**src/rtl/mult_signed_rr_arbiter_if.sv**
```systemverilog
// Request/response bundle between DSP clients and the shared signed multiplier arbiter.
// Requester i uses bit i of req_valid/req_ready and lanes [16*i+15:16*i] of req_a/req_b.
interface mult_signed_rr_arbiter_if #(
   parameter int N_REQ = 4
);
   localparam int ID_W = (N_REQ > 1) ? $clog2(N_REQ) : 1;

   logic [N_REQ-1:0]    req_valid;
   logic [16*N_REQ-1:0] req_a;
   logic [16*N_REQ-1:0] req_b;
   logic [N_REQ-1:0]    req_ready;
   logic                rsp_valid;
   logic [ID_W-1:0]     rsp_id;
   logic [31:0]         rsp_product;
   logic [3:0]          inflight;

   modport master (
      output req_valid, req_a, req_b,
      input  req_ready, rsp_valid, rsp_id, rsp_product, inflight
   );

   modport slave (
      input  req_valid, req_a, req_b,
      output req_ready, rsp_valid, rsp_id, rsp_product, inflight
   );
endinterface

```
**src/rtl/mult_signed_rr_arbiter.sv**
```systemverilog
// Round-robin arbiter sharing one signed 16x16 multiplier among N_REQ requesters.
// Accepted operands are registered, multiplied, then carried through LAT-1 product registers.
module mult_signed_rr_arbiter #(
   parameter int N_REQ = 4,
   parameter int LAT   = 2
) (
   input logic                   clk,
   input logic                   rst,
   input logic                   en,
   mult_signed_rr_arbiter_if.slave bus
);
   localparam int ID_W = (N_REQ > 1) ? $clog2(N_REQ) : 1;

   logic [ID_W-1:0]    ptr;
   logic [ID_W-1:0]    grant_idx;
   logic [ID_W-1:0]    cand;
   logic [ID_W-1:0]    next_ptr;
   logic               grant_found;
   logic [N_REQ-1:0]   grant;
   logic               accept;
   logic signed [15:0] sel_a;
   logic signed [15:0] sel_b;

   logic               s1_valid;
   logic signed [15:0] s1_a;
   logic signed [15:0] s1_b;
   logic [ID_W-1:0]    s1_id;
   logic [31:0]        product;
   logic               rsp_valid_int;
   logic [3:0]         inflight_cnt;

   // Rotating search starting at ptr; the first valid requester found wins.
   always_comb begin
      grant_found = 1'b0;
      grant_idx   = '0;
      cand        = '0;
      for (int k = 0; k < N_REQ; k++) begin
         cand = ID_W'((int'(ptr) + k) % N_REQ);
         if (!grant_found && bus.req_valid[cand]) begin
            grant_found = 1'b1;
            grant_idx   = cand;
         end
      end
   end

   always_comb begin
      grant = '0;
      if (grant_found && en && !rst) begin
         grant[grant_idx] = 1'b1;
      end
   end

   assign accept   = |grant;
   assign next_ptr = (grant_idx == ID_W'(N_REQ - 1)) ? '0 : grant_idx + ID_W'(1);
   assign bus.req_ready = grant;

   always_comb begin
      sel_a = '0;
      sel_b = '0;
      for (int k = 0; k < N_REQ; k++) begin
         if (grant_idx == ID_W'(k)) begin
            sel_a = bus.req_a[16*k +: 16];
            sel_b = bus.req_b[16*k +: 16];
         end
      end
   end

   // Stage 1 only loads on an accept, so with LAT=1 the outputs hold between pulses.
   always_ff @(posedge clk) begin
      if (rst) begin
         ptr      <= '0;
         s1_valid <= 1'b0;
         s1_a     <= '0;
         s1_b     <= '0;
         s1_id    <= '0;
      end else begin
         s1_valid <= accept;
         if (accept) begin
            ptr   <= next_ptr;
            s1_a  <= sel_a;
            s1_b  <= sel_b;
            s1_id <= grant_idx;
         end
      end
   end

   assign product = 32'(s1_a) * 32'(s1_b);

   generate
      if (LAT == 1) begin : g_lat1
         assign rsp_valid_int   = s1_valid;
         assign bus.rsp_id      = s1_id;
         assign bus.rsp_product = product;
      end else begin : g_pipe
         logic [LAT-2:0]  p_valid;
         logic [31:0]     p_prod [LAT-1];
         logic [ID_W-1:0] p_id   [LAT-1];

         // Payload registers advance only behind a valid op so the last result stays visible.
         always_ff @(posedge clk) begin
            if (rst) begin
               p_valid <= '0;
               for (int k = 0; k < LAT - 1; k++) begin
                  p_prod[k] <= '0;
                  p_id[k]   <= '0;
               end
            end else begin
               p_valid[0] <= s1_valid;
               if (s1_valid) begin
                  p_prod[0] <= product;
                  p_id[0]   <= s1_id;
               end
               for (int k = 1; k < LAT - 1; k++) begin
                  p_valid[k] <= p_valid[k-1];
                  if (p_valid[k-1]) begin
                     p_prod[k] <= p_prod[k-1];
                     p_id[k]   <= p_id[k-1];
                  end
               end
            end
         end

         assign rsp_valid_int   = p_valid[LAT-2];
         assign bus.rsp_id      = p_id[LAT-2];
         assign bus.rsp_product = p_prod[LAT-2];
      end
   endgenerate

   assign bus.rsp_valid = rsp_valid_int;

   always_ff @(posedge clk) begin
      if (rst) begin
         inflight_cnt <= '0;
      end else begin
         case ({accept, rsp_valid_int})
            2'b10:   inflight_cnt <= inflight_cnt + 4'd1;
            2'b01:   inflight_cnt <= inflight_cnt - 4'd1;
            default: inflight_cnt <= inflight_cnt;
         endcase
      end
   end

   assign bus.inflight = inflight_cnt;
endmodule
```
**src/flat_wrapper.sv**
```systemverilog
// flat-port wrapper written by rule: the top's interface ports become plain ports
module mult_signed_rr_arbiter_flat 
#(
   parameter int N_REQ = 4,
   parameter int LAT   = 2
)
  (clk, rst, en, bus_req_valid, bus_req_a, bus_req_b, bus_req_ready, bus_rsp_valid, bus_rsp_id, bus_rsp_product, bus_inflight);
  mult_signed_rr_arbiter_if #(.N_REQ(N_REQ)) bus_i ();
  input logic clk;
  input logic rst;
  input logic en;
  input wire logic [$bits(bus_i.req_valid)-1:0] bus_req_valid;
  input wire logic [$bits(bus_i.req_a)-1:0] bus_req_a;
  input wire logic [$bits(bus_i.req_b)-1:0] bus_req_b;
  output wire logic [$bits(bus_i.req_ready)-1:0] bus_req_ready;
  output wire logic [$bits(bus_i.rsp_valid)-1:0] bus_rsp_valid;
  output wire logic [$bits(bus_i.rsp_id)-1:0] bus_rsp_id;
  output wire logic [$bits(bus_i.rsp_product)-1:0] bus_rsp_product;
  output wire logic [$bits(bus_i.inflight)-1:0] bus_inflight;
  assign bus_i.req_valid = bus_req_valid;
  assign bus_i.req_a = bus_req_a;
  assign bus_i.req_b = bus_req_b;
  assign bus_req_ready = bus_i.req_ready;
  assign bus_rsp_valid = bus_i.rsp_valid;
  assign bus_rsp_id = bus_i.rsp_id;
  assign bus_rsp_product = bus_i.rsp_product;
  assign bus_inflight = bus_i.inflight;
  mult_signed_rr_arbiter #(.N_REQ(N_REQ), .LAT(LAT)) u_core (.clk(clk), .rst(rst), .en(en), .bus(bus_i));
endmodule
```
**config.mk**
```make
export PLATFORM = sky130hd
export DESIGN_NAME = mult_signed_rr_arbiter_flat
export DESIGN_NICKNAME = d
export VERILOG_FILES = /design/src/rtl/mult_signed_rr_arbiter_if.sv /design/src/rtl/mult_signed_rr_arbiter.sv /design/src/flat_wrapper.sv
export SDC_FILE = /design/constraint.sdc
export NUM_CORES = 1
export LEC_CHECK = 0
export ABC_AREA = 1
export BUFFER_PORTS_ARGS = -buffer_cell sky130_fd_sc_hd__clkbuf_2
export CAP_MARGIN = 20
export CORE_MARGIN = 2
export CORE_UTILIZATION = 30
export DETAILED_ROUTE_END_ITERATION = 8
export SLEW_MARGIN = 20
export SYNTH_ARGS = -nofsm -noshare
export SYNTH_HDL_FRONTEND = slang
export SYNTH_SLANG_ARGS = --single-unit
```
**constraint.sdc**
```tcl
create_clock -name clk -period 6.61 [get_ports clk]
set_input_delay 0.3305 -clock clk [delete_from_list [all_inputs] [get_ports clk]]
set_output_delay 0.3305 -clock clk [all_outputs]
set_load 0.05 [all_outputs]
```
Yosys cells after proc, flatten, opt, wreduce, memory -nomap -nowiden
Memory sizes are Yosys's and may differ from the RTL's.
Cells that the tools add are included.
{"block": "word_totals", "reg_bits": 42, "ramBits": 34, "input_bits": 135, "out_inout_bits": 43, "elab_cells": 80, "n_memories": 2}
{"memory": "u_core.g_pipe.p_prod", "depth": 1, "width": 32, "read_ports": 1, "rd_clocked_by_memory_dff": 0, "wr": 1, "line": "mult_signed_rr_arbiter.sv:96", "source": "logic [31:0] p_prod [LAT-1];"}
{"memory": "u_core.g_pipe.p_id", "depth": 1, "width": 2, "read_ports": 1, "rd_clocked_by_memory_dff": 0, "wr": 1, "line": "mult_signed_rr_arbiter.sv:97", "source": "logic [ID_W-1:0] p_id [LAT-1];"}
{"block": "classes", "addsub": 6, "mul": 1, "order_cmp": 6, "n_eq_ne": 5, "n_mux": 38, "reduce_logical": 15}
{"cell": "two-way mux 16 bit", "count": 8}
{"cell": "multiplier 16 x 16 -> 32 bit", "count": 1}
{"cell": "two-way mux 32 bit", "count": 1}
{"cell": "OR reduction 32 bit", "count": 1}
{"cell": "two-way mux 1 bit", "count": 16}
{"cell": "< comparator 2 x 3 -> 1 bit, second input constant", "count": 5}
{"cell": "two-way mux 2 bit", "count": 6}
{"cell": "binary-select mux 1 bit (select 2 bit)", "count": 4}
{"cell": "case mux 4 bit (2 select lines)", "count": 1}
{"cell": "== test 2 bit, second input constant", "count": 3}
{"cell": "logical AND 1 bit", "count": 6}
{"cell": "adder 2 x 1 -> 2 bit, second input constant", "count": 2}
{"cell": "adder 2 bit, second input constant", "count": 2}
{"cell": "adder 4 x 1 -> 4 bit, second input constant", "count": 1}
{"cell": "== test 2 x 1 -> 1 bit, second input constant", "count": 2}
{"cell": "zero test 1 bit", "count": 4}
{"cell": "two-way mux 4 bit", "count": 1}
{"cell": "OR reduction 4 bit", "count": 1}
{"cell": "subtractor 4 x 1 -> 4 bit, second input constant", "count": 1}
{"cell": "demux 1 bit (select 2 bit)", "count": 1}
{"cell": ">= comparator 2 x 1 -> 1 bit, second input constant", "count": 1}
{"cell": "zero test 2 bit", "count": 1}
{"cell": "nonzero test 2 bit", "count": 1}
{"cell": "OR reduction 2 bit", "count": 1}

Longest topological paths before layout
Gate-level depths: netlist of run 1.
{"block": "logic_depth", "ltp_word": 20, "depth_mapped": 28}

Worst setup path before layout of run 1
Ideal clock, no wire load.
{"block": "synth_path", "path_kind": "register to register", "start": "register u_core.s1_b[2]", "end": "memory u_core.g_pipe.p_prod[0][30], data pin", "setup_time_ns": 0.255, "t_arrival_ns": 5.506, "t_required_ns": 6.355, "setup_slack_ns": 0.849, "stages_incl_launch_ff": 21, "path_buffers": 2, "synth_period_minus_slack_ns": 5.761, "cell_sequence": "dfxtp_1 -> clkbuf_1 -> clkbuf_1 -> nand2_1 -> fa_1 -> inv_1 -> fa_1 -> inv_1 -> fa_1 -> fa_1 -> inv_1 -> fa_1 -> fa_1 -> ha_1 -> nand2_1 -> nor3_1 -> nand2_1 -> nor3_1 -> nand2_1 -> a21oi_1 -> nor2_1"}
{"block": "synth_via", "elab_chain_cells": 2}
{"element": "start: declaration", "line": "mult_signed_rr_arbiter.sv:26", "source": "logic signed [15:0] s1_b;"}
{"element": "start signal: assignment", "line": "mult_signed_rr_arbiter.sv:81", "source": "s1_b <= sel_b;"}
{"element": "multiplier 16 x 16 -> 32 bit", "line": "mult_signed_rr_arbiter.sv:87", "source": "assign product = 32'(s1_a) * 32'(s1_b);"}
{"element": "two-way mux 32 bit (no line)"}
{"element": "end: declaration", "line": "mult_signed_rr_arbiter.sv:96"}
Every way passes these cells.

Worst setup path after layout of run 1
Same ends and word-level chain as after synthesis.

==> results by group, run 1 <==
Outcome
  – Outcome: complete, no violations

Synthesis
  – #FFs+latches synth: 76
  – Number of synthesized flops with an enable pin: 34
  – Synth Cell Area: approximately 15,000 sq um
  – Mean Syn Cell Area: roughly 7.3 sq um
  – Register area share after synthesis: 0.1242
  – Yosys warns: 0
  – Synth cell types: 32
  – Asr flop ratio synth: 0
  – Mapped Cells: 2,044
  – Top FF cell, synth: dfxtp_1
  – Net Count, Synth: 2,531

Die
  – Total Die Area: 51,760 sq um
  – Die Y: 227.5 um
  – Die width: 227.5 um
  – Initial core utilization: 0.3049
  – Rows: 81
  – Core area: roughly 49,000 sq um
  – IO Pins: 178

Clocking
  – Max Buffers Root-to-Sink: 2
  – Total CTS buffers: 9
  – Worst skew pair latency: roughly 370 ps
  – CTS H-tree lvls: 3
  – CTS clk-pin slew, worst paths: ~70 ps
  – CTS sink count: 76
  – CTS root buf: clkbuf_16
  – TritonCTS clock tree: done

Placement
  – Final HPWL DP: 34,270 um
  – Cells after DPL: 2,811
  – Final GP Congestion: a little over 0.9
  – Port Buffers: 177

Cells and area
  – Finished Layout Cells: 2,828
  – Area growth, synth to finish: 12.19%
  – Share of cells above drive strength 1: 0.1137
  – Final nets: 2,645

Global routing
  – GRT Residual Overflow: 0
  – First-pass GRT wire length: 69,110 um
  – Initial antenna violation count: 2
  – Vias in the first global route: 13.77k
  – GRT Overall Usage: 0.1700
  – Largest net degree at the start of global routing: 71

STA
  – Setup_tns: 0 ps
  – Final setup viols: 0
  – Slew @ Worst Pin: 1051 ps
  – Slew Limit Fails: 0
  – Maximum clock rate: 163.9 MHz
  – RSZ-0062 raised after global routing: no
  – Min cycle time layout: 6102 ps
  – Final Cycle Share: 0.9232
  – Worst slew margin: 0.2971
  – Final clock skew: 13.04 ps
  – Final hold viol count: 0

Power and ir drop
  – P_int: roughly 2.3 mW
  – Part of the power in registers: 0.161
  – Maximum resistive drop on vdd: 0.2266 mV
  – Switch share: 0.5762
  – PD cells: between 300 and 400 nW/um^2
  – Clock network fraction of total power: 0.098
  – Switch Pwr: 3.087 mW
  – Lkg Pwr: 9.415 nW
  – Gate power share: 0.741

Job
  – Max Cap Viol: 0

Setup path
  – Worst-path fanout max: 17
  – CP arrival: 6220 ps
  – CP endpoint kind: flop
  – Req. time, crit path: slightly below 7000 ps
  – Kind of critical path: flop to flop
  – CP Launch Type: flop

Detailed routing
  – Wirelength per Cell: 14.56 um
  – Via count: 12.85k
  – Antenna Violating Nets Remaining: 0
  – Initial DRC count: approximately 700
  – Drt total wl: 41,180 um
  – Avg Vias per Cell: 4.543
  – Drt pass-1 iters: 5
  – DRC: 0

Min path
  – Class of the worst hold path: input port to flop
[flip-flops by register name (all words and copies together) (netlist names)]
signal / flops
u_core.bus.inflight: 4
u_core.bus.rsp_valid: 1
u_core.g_pipe.p_id: 2
u_core.g_pipe.p_prod: 32
u_core.ptr: 2
u_core.s1_a: 16
u_core.s1_b: 16
u_core.s1_id: 2
u_core.s1_valid: 1
[cell type report]
class	count	area, sq um
clock buffer	11	264.0
inverter	531	1996
sequential	76	1866
multi-input combinational	1328	10670
tap	664	830.8
timing repair buffer	212	1149
clock inverter	5	41.29
antenna	1	2.502
fill	5244	32340
[power by group through the flow]
stage                     registers, mW  clock network, mW  logic [mW]
final                             0.864              0.525        3.97
after global routing              0.885              0.553        4.57
after CTS                         0.864              0.540        4.02
after detailed placement          0.874                  0        4.00
after global placement            0.871                  0        3.96
after floorplan                   0.912                  0        2.86
[placed cells by master, fill, tap and decap left out, types with 2 or more instances in the layout]
master / n
edfxtp_1: 34
o21bai_1: 7
o21a_1: 7
o21ai_0: 88
ha_1: 88
clkbuf_2: 177
inv_4: 2
nor2_1: 117
clkinv_4: 3
xor2_1: 5
clkbuf_16: 10
nand2_2: 3
nand2_1: 485
nand4_1: 8
inv_1: 524
fa_1: 263
nor3_1: 9
dfxtp_2: 3
buf_4: 35
a21oi_1: 120
xnor2_1: 6
dfxtp_1: 39
nand3_1: 100
o211ai_4: 2
inv_2: 6
a21o_1: 2
o21ai_1: 11
[final timing paths]
check | startpoint | endpoint | slack [ps] | depth (start not counted)
worst min register to register | u_core.bus.inflight[3]$_SDFFE_PP0P_ | u_core.bus.inflight[3]$_SDFFE_PP0P_ | 470 | 2
worst max register to register | u_core.s1_b[2]$_SDFFE_PP0P_ | u_core.g_pipe.p_prod[0][30]$_SDFFCE_PN0P_ | 510 | 18
worst max-delay path | u_core.s1_b[2]$_SDFFE_PP0P_ | u_core.g_pipe.p_prod[0][30]$_SDFFCE_PN0P_ | 510 | 18
worst min-delay path | bus_req_a[51] | u_core.s1_a[3]$_SDFFE_PP0P_ | 300 | 5
[routing by layer]
metal	global-route usage	share of wire
met2	0.3123	0.51
met1	0.2057	0.42
met4	0.05039	0.024
met5	0	0
met3	0.02323	0.046
[cells by family after synthesis]
family | Yosys count | share of synthesized area
fa+ha+maj | 352 | 0.4256
simple gates | 727 | 0.1949
compound gates | 238 | 0.08440
xor+xnor | 11 | 0.006428
flops | 76 | 0.1242
buf+inv | 640 | 0.1645
[cell usage after synthesis, drive strengths merged (5+ instances only)]
master / instances / share of area
a21oi: 120 / 0.040
buf: 19 / 0.0088
clkbuf: 90 / 0.023
dfxtp: 42 / 0.056
edfxtp: 34 / 0.068
fa: 263 / 0.35
ha: 89 / 0.074
inv: 531 / 0.13
nand2: 488 / 0.12
nand3: 101 / 0.035
nand4: 8 / 0.0033
nor2: 118 / 0.030
nor3: 9 / 0.0030
o21a: 7 / 0.0035
o21ai: 99 / 0.033
o21bai: 7 / 0.0035
xnor2: 6 / 0.0035
xor2: 5 / 0.0029
[through the flow]
stage               hold slack (ps)  power [mW]  setup WS [ps]  instance area [sq um]  utilization
floorplan                     490.0       3.775          849.1                  14990            -
global placement              454.3       4.832          502.5                  16500       0.3357
detailed placement            459.8       4.874          370.4                  16500       0.3357
CTS                           287.3       5.423          329.6                  16810       0.3419
global route                  310.3       6.010          103.5                  16810       0.3420
finish                        298.0       5.357          507.5                  16810       0.3421
[critical path, stage by stage (launching register included)]
cell	delay, ps
dfxtp_2	510
nand2_1	180
fa_1	650
inv_1	160
fa_1	810
inv_1	120
fa_1	430
fa_1	550
inv_1	60
fa_1	550
fa_1	410
ha_1	390
nand2_1	140
nor3_1	300
nand2_1	120
nor3_1	150
nand2_1	100
a21oi_1	150
nor2_1	60
[timing repair]
| item | in CTS | in global routing |
|---|---|---|
| buffers inserted | 0 | 0 |
| setup endpoints to repair | 0 | 6 |
| gates resized for setup | 0 | 3 |
| hold buffers | 0 | 0 |
No activity file was read; power rests on OpenSTA's default activity.
==> run 2, diff against run 1 <==
- CORE_MARGIN: 2 -> not set
- clock period: 6.61 -> 5.4 ns (I/O delays scaled with it)
==> run 2 against run 1 <==
Against the previous run:
- the run now ends with negative setup slack left
- clock skew fell by 2.7 ps
- die area fell by 1.8%
- count of clock-buffer cells in the layout did not move
- register-to-register slack got worse by 570 ps
- combinational power rose by 66%
- clock power rose by 30%
- critical endpoint is now u_core.g_pipe.p_prod[0][27]$_SDFFCE_PN0P_
- final cell count rose by 5.3%
==> results by group, run 2 (synthesis results as in run 1) <==
Min path
  – Class of the worst hold path: input port to flop (unchanged)

Placement
  – Final HPWL DP: 35,540 um (was 34,270 um)
  – Cells after DPL: 2,938 (was 2,811)
  – Place WS: -421.0 ps (was 370.4 ps)
  – Port Buffers: 177 (unchanged)
  – Final GP Congestion: 0.9161 (was 0.9145)

STA
  – RSZ-0062 raised after global routing: yes (was no)
  – Slew Limit Fails: 0 (unchanged)
  – Final Cycle Share: 1.012 (was 0.9232)
  – Maximum clock rate: 183.0 MHz (was 163.9 MHz)
  – Final setup viols: 5 (was 0)
  – Setup_tns: -161.8 ps (was 0 ps)
  – Final clock skew: 10.36 ps (was 13.04 ps)
  – Final hold viol count: 0 (unchanged)
  – Fin worst setup slack: -63.74 ps (was 507.5 ps)
  – Worst slew margin: 0.2956 (was 0.2971)
  – Min cycle time layout: 5464 ps (was 6102 ps)
  – Slew @ Worst Pin: 1053 ps (was 1051 ps)

Global routing
  – GRT Overall Usage: 0.1806 (was 0.1700)
  – Grt met3 use: 0.02647 (was 0.02323)
  – Grt peak-use layer: met2 (unchanged)
  – Initial antenna violation count: 0 (was 2)
  – Vias in the first global route: 14.49k (was 13.77k)
  – GRT Residual Overflow: 0 (unchanged)
  – Met2 Use GR: 0.3281 (was 0.3123)
  – Largest net degree at the start of global routing: 71 (unchanged)
  – First-pass GRT wire length: 72,210 um (was 69,110 um)
  – M1 GR Usage: 0.2207 (was 0.2057)

Cells and area
  – Multi-input logic area: 11,420 sq um (was 10,670 sq um)
  – Most frequent cells in the layout: inv_1 (506), nand2_1 (450), fa_1 (254) (was inv_1 (524), nand2_1 (485), fa_1 (263))
  – Max reg flops: 32 (unchanged)
  – Commonest non-fill, non-tap cell in the layout: inv_1 (unchanged)
  – Top Registers: u_core.g_pipe.p_prod x32, u_core.s1_a x16, u_core.s1_b x16 (unchanged)
  – Final nets: 2,796 (was 2,645)
  – Area growth, synth to finish: 26.55% (was 12.19%)
  – Fillers: 5,048 (was 5,244)
  – Ant diodes: 0 (was 1)
  – Share of cells above drive strength 1: 0.2429 (was 0.1137)
  – Biggest register: u_core.g_pipe.p_prod (unchanged)
  – Finished Layout Cells: 2,978 (was 2,828)
  – Register Area: 1931 sq um (was 1866 sq um)

Detailed routing
  – Drt pass-1 iters: 5 (unchanged)
  – DRC: 0 (unchanged)
  – Initial DRC count: 805 (was 696)
  – Via count: 13.64k (was 12.85k)
  – Antenna Violating Nets Remaining: 0 (unchanged)
  – Avg Vias per Cell: 4.580 (was 4.543)
  – Wirelength per Cell: 14.47 um (was 14.56 um)
  – Drt total wl: 43,110 um (was 41,180 um)

Setup path
  – Biggest cell delay along the critical path: 560 ps (was 810 ps)
  – Cell family with most CP delay: adder cells (unchanged)
  – Worst-path fanout max: 4 (was 17)
  – CP arrival: 5600 ps (was 6220 ps)
  – Kind of critical path: flop to flop (unchanged)
  – CP Launch Type: flop (unchanged)
  – CP endpoint kind: flop (unchanged)
  – Crit-path slowest cell: fa_1 (unchanged)
  – Buf/Inv on CP: 7 (was 3)
  – Worst-path cell chain: buf_8 > nand2_1 > inv_2 > fa_1 > inv_2 > fa_1 > inv_2 > fa_1 > inv_2 > fa_1 > fa_2 > fa_1 > inv_2 > ha_4 > a21oi_1 > o21ai_0 > buf_4 > o21bai_2 > nand2_1 > nand3_2 > nor2_1 > nor2_1 (was nand2_1 > fa_1 > inv_1 > fa_1 > inv_1 > fa_1 > fa_1 > inv_1 > fa_1 > fa_1 > ha_1 > nand2_1 > nor3_1 > nand2_1 > nor3_1 > nand2_1 > a21oi_1 > nor2_1)
  – Req. time, crit path: 5540 ps (was 6730 ps)

Power and ir drop
  – Lkg Pwr: 10.40 nW (was 9.415 nW)
  – PD cells: 434.1 nW/um^2 (was 318.6 nW/um^2)
  – Maximum resistive drop on vdd: 0.2363 mV (was 0.2266 mV)

Clocking
  – CTS H-tree lvls: 3 (unchanged)
  – Worst skew pair latency: 380 ps (was 370 ps)
  – CTS clk-pin slew, worst paths: 80 ps (was 70 ps)
  – CTS root buf: clkbuf_16 (unchanged)
  – CTS sink count: 76 (unchanged)
  – Max Buffers Root-to-Sink: 2 (unchanged)
  – Total CTS buffers: 9 (unchanged)
  – TritonCTS clock tree: done (unchanged)

Die
  – Initial core utilization: 0.3049 (unchanged)
  – Total Die Area: 50,850 sq um (was 51,760 sq um)
  – Die Y: 225.5 um (was 227.5 um)
  – Core area: 49,150 sq um (unchanged)
  – IO Pins: 178 (unchanged)
  – Die width: 225.5 um (was 227.5 um)
  – Rows: 81 (unchanged)

Job
  – Max Cap Viol: 0 (unchanged)

Outcome
  – Outcome: finished, violations left (was complete, no violations)
  – Failing checks: negative setup slack
run 2: final timing paths:
path / end / slack (ps) / startpoint / cells past startpoint
hold / removal: u_core.bus.inflight[2]$_SDFFE_PP0P_ / 230 / rst / 4
setup reg to reg: u_core.g_pipe.p_prod[0][27]$_SDFFCE_PN0P_ / -60 / u_core.s1_b[3]$_SDFFE_PP0P_ / 22
setup / recovery: u_core.g_pipe.p_prod[0][27]$_SDFFCE_PN0P_ / -60 / u_core.s1_b[3]$_SDFFE_PP0P_ / 22
hold reg to reg: u_core.bus.inflight[3]$_SDFFE_PP0P_ / 470 / u_core.bus.inflight[3]$_SDFFE_PP0P_ / 2
run 2: report_power, final:
part | switching [mW] | internal, mW
logic | 3.91 | 2.67
registers | 0.175 | 0.796
clock network | 0.321 | 0.363
run 2: worst min-delay path, stage by stage:
cell and delay [ps]:
clkbuf_2 130, nor2_1 50, o21ai_0 60, inv_1 50
run 2: metal layers:
layer,share of wire,wire [um]
met5,0,0
met4,0.024,1027
met3,0.051,2193
met2,0.52,22420
met1,0.41,17470
run 2: cell type report:
class,count,share of cell area
Tap cell,664,0.04381
Sequential cell,76,0.1018
Multi-Input combinational cell,1328,0.6024
Timing Repair Buffer,363,0.1302
Clock buffer,11,0.01392
Clock inverter,5,0.002573
Inverter,531,0.1054
run 2: per-stage QoR:
stage | hold WS (ps) | cell area, sq um | total power [mW] | utilization
floorplan | 429.5 | 15050 | 4.668 | -
global placement | 453.9 | 17610 | 6.546 | 0.3583
detailed placement | 460.0 | 17610 | 6.610 | 0.3583
CTS | 214.0 | 18320 | 7.639 | 0.3727
global route | 244.9 | 18970 | 9.073 | 0.3858
finish | 231.6 | 18970 | 8.233 | 0.3858
run 2: timing repair:
| action | CTS | global route |
|---|---|---|
| cloned | 0 | 0 |
| hold buffers | 0 | 0 |
| pin swaps | 16 | 63 |
| gates resized for setup | 89 | 139 |
| setup buffers | 14 | 13 |
| endpoints found under the hold margin | 0 | 0 |
| setup endpoints to repair | 20 | 21 |
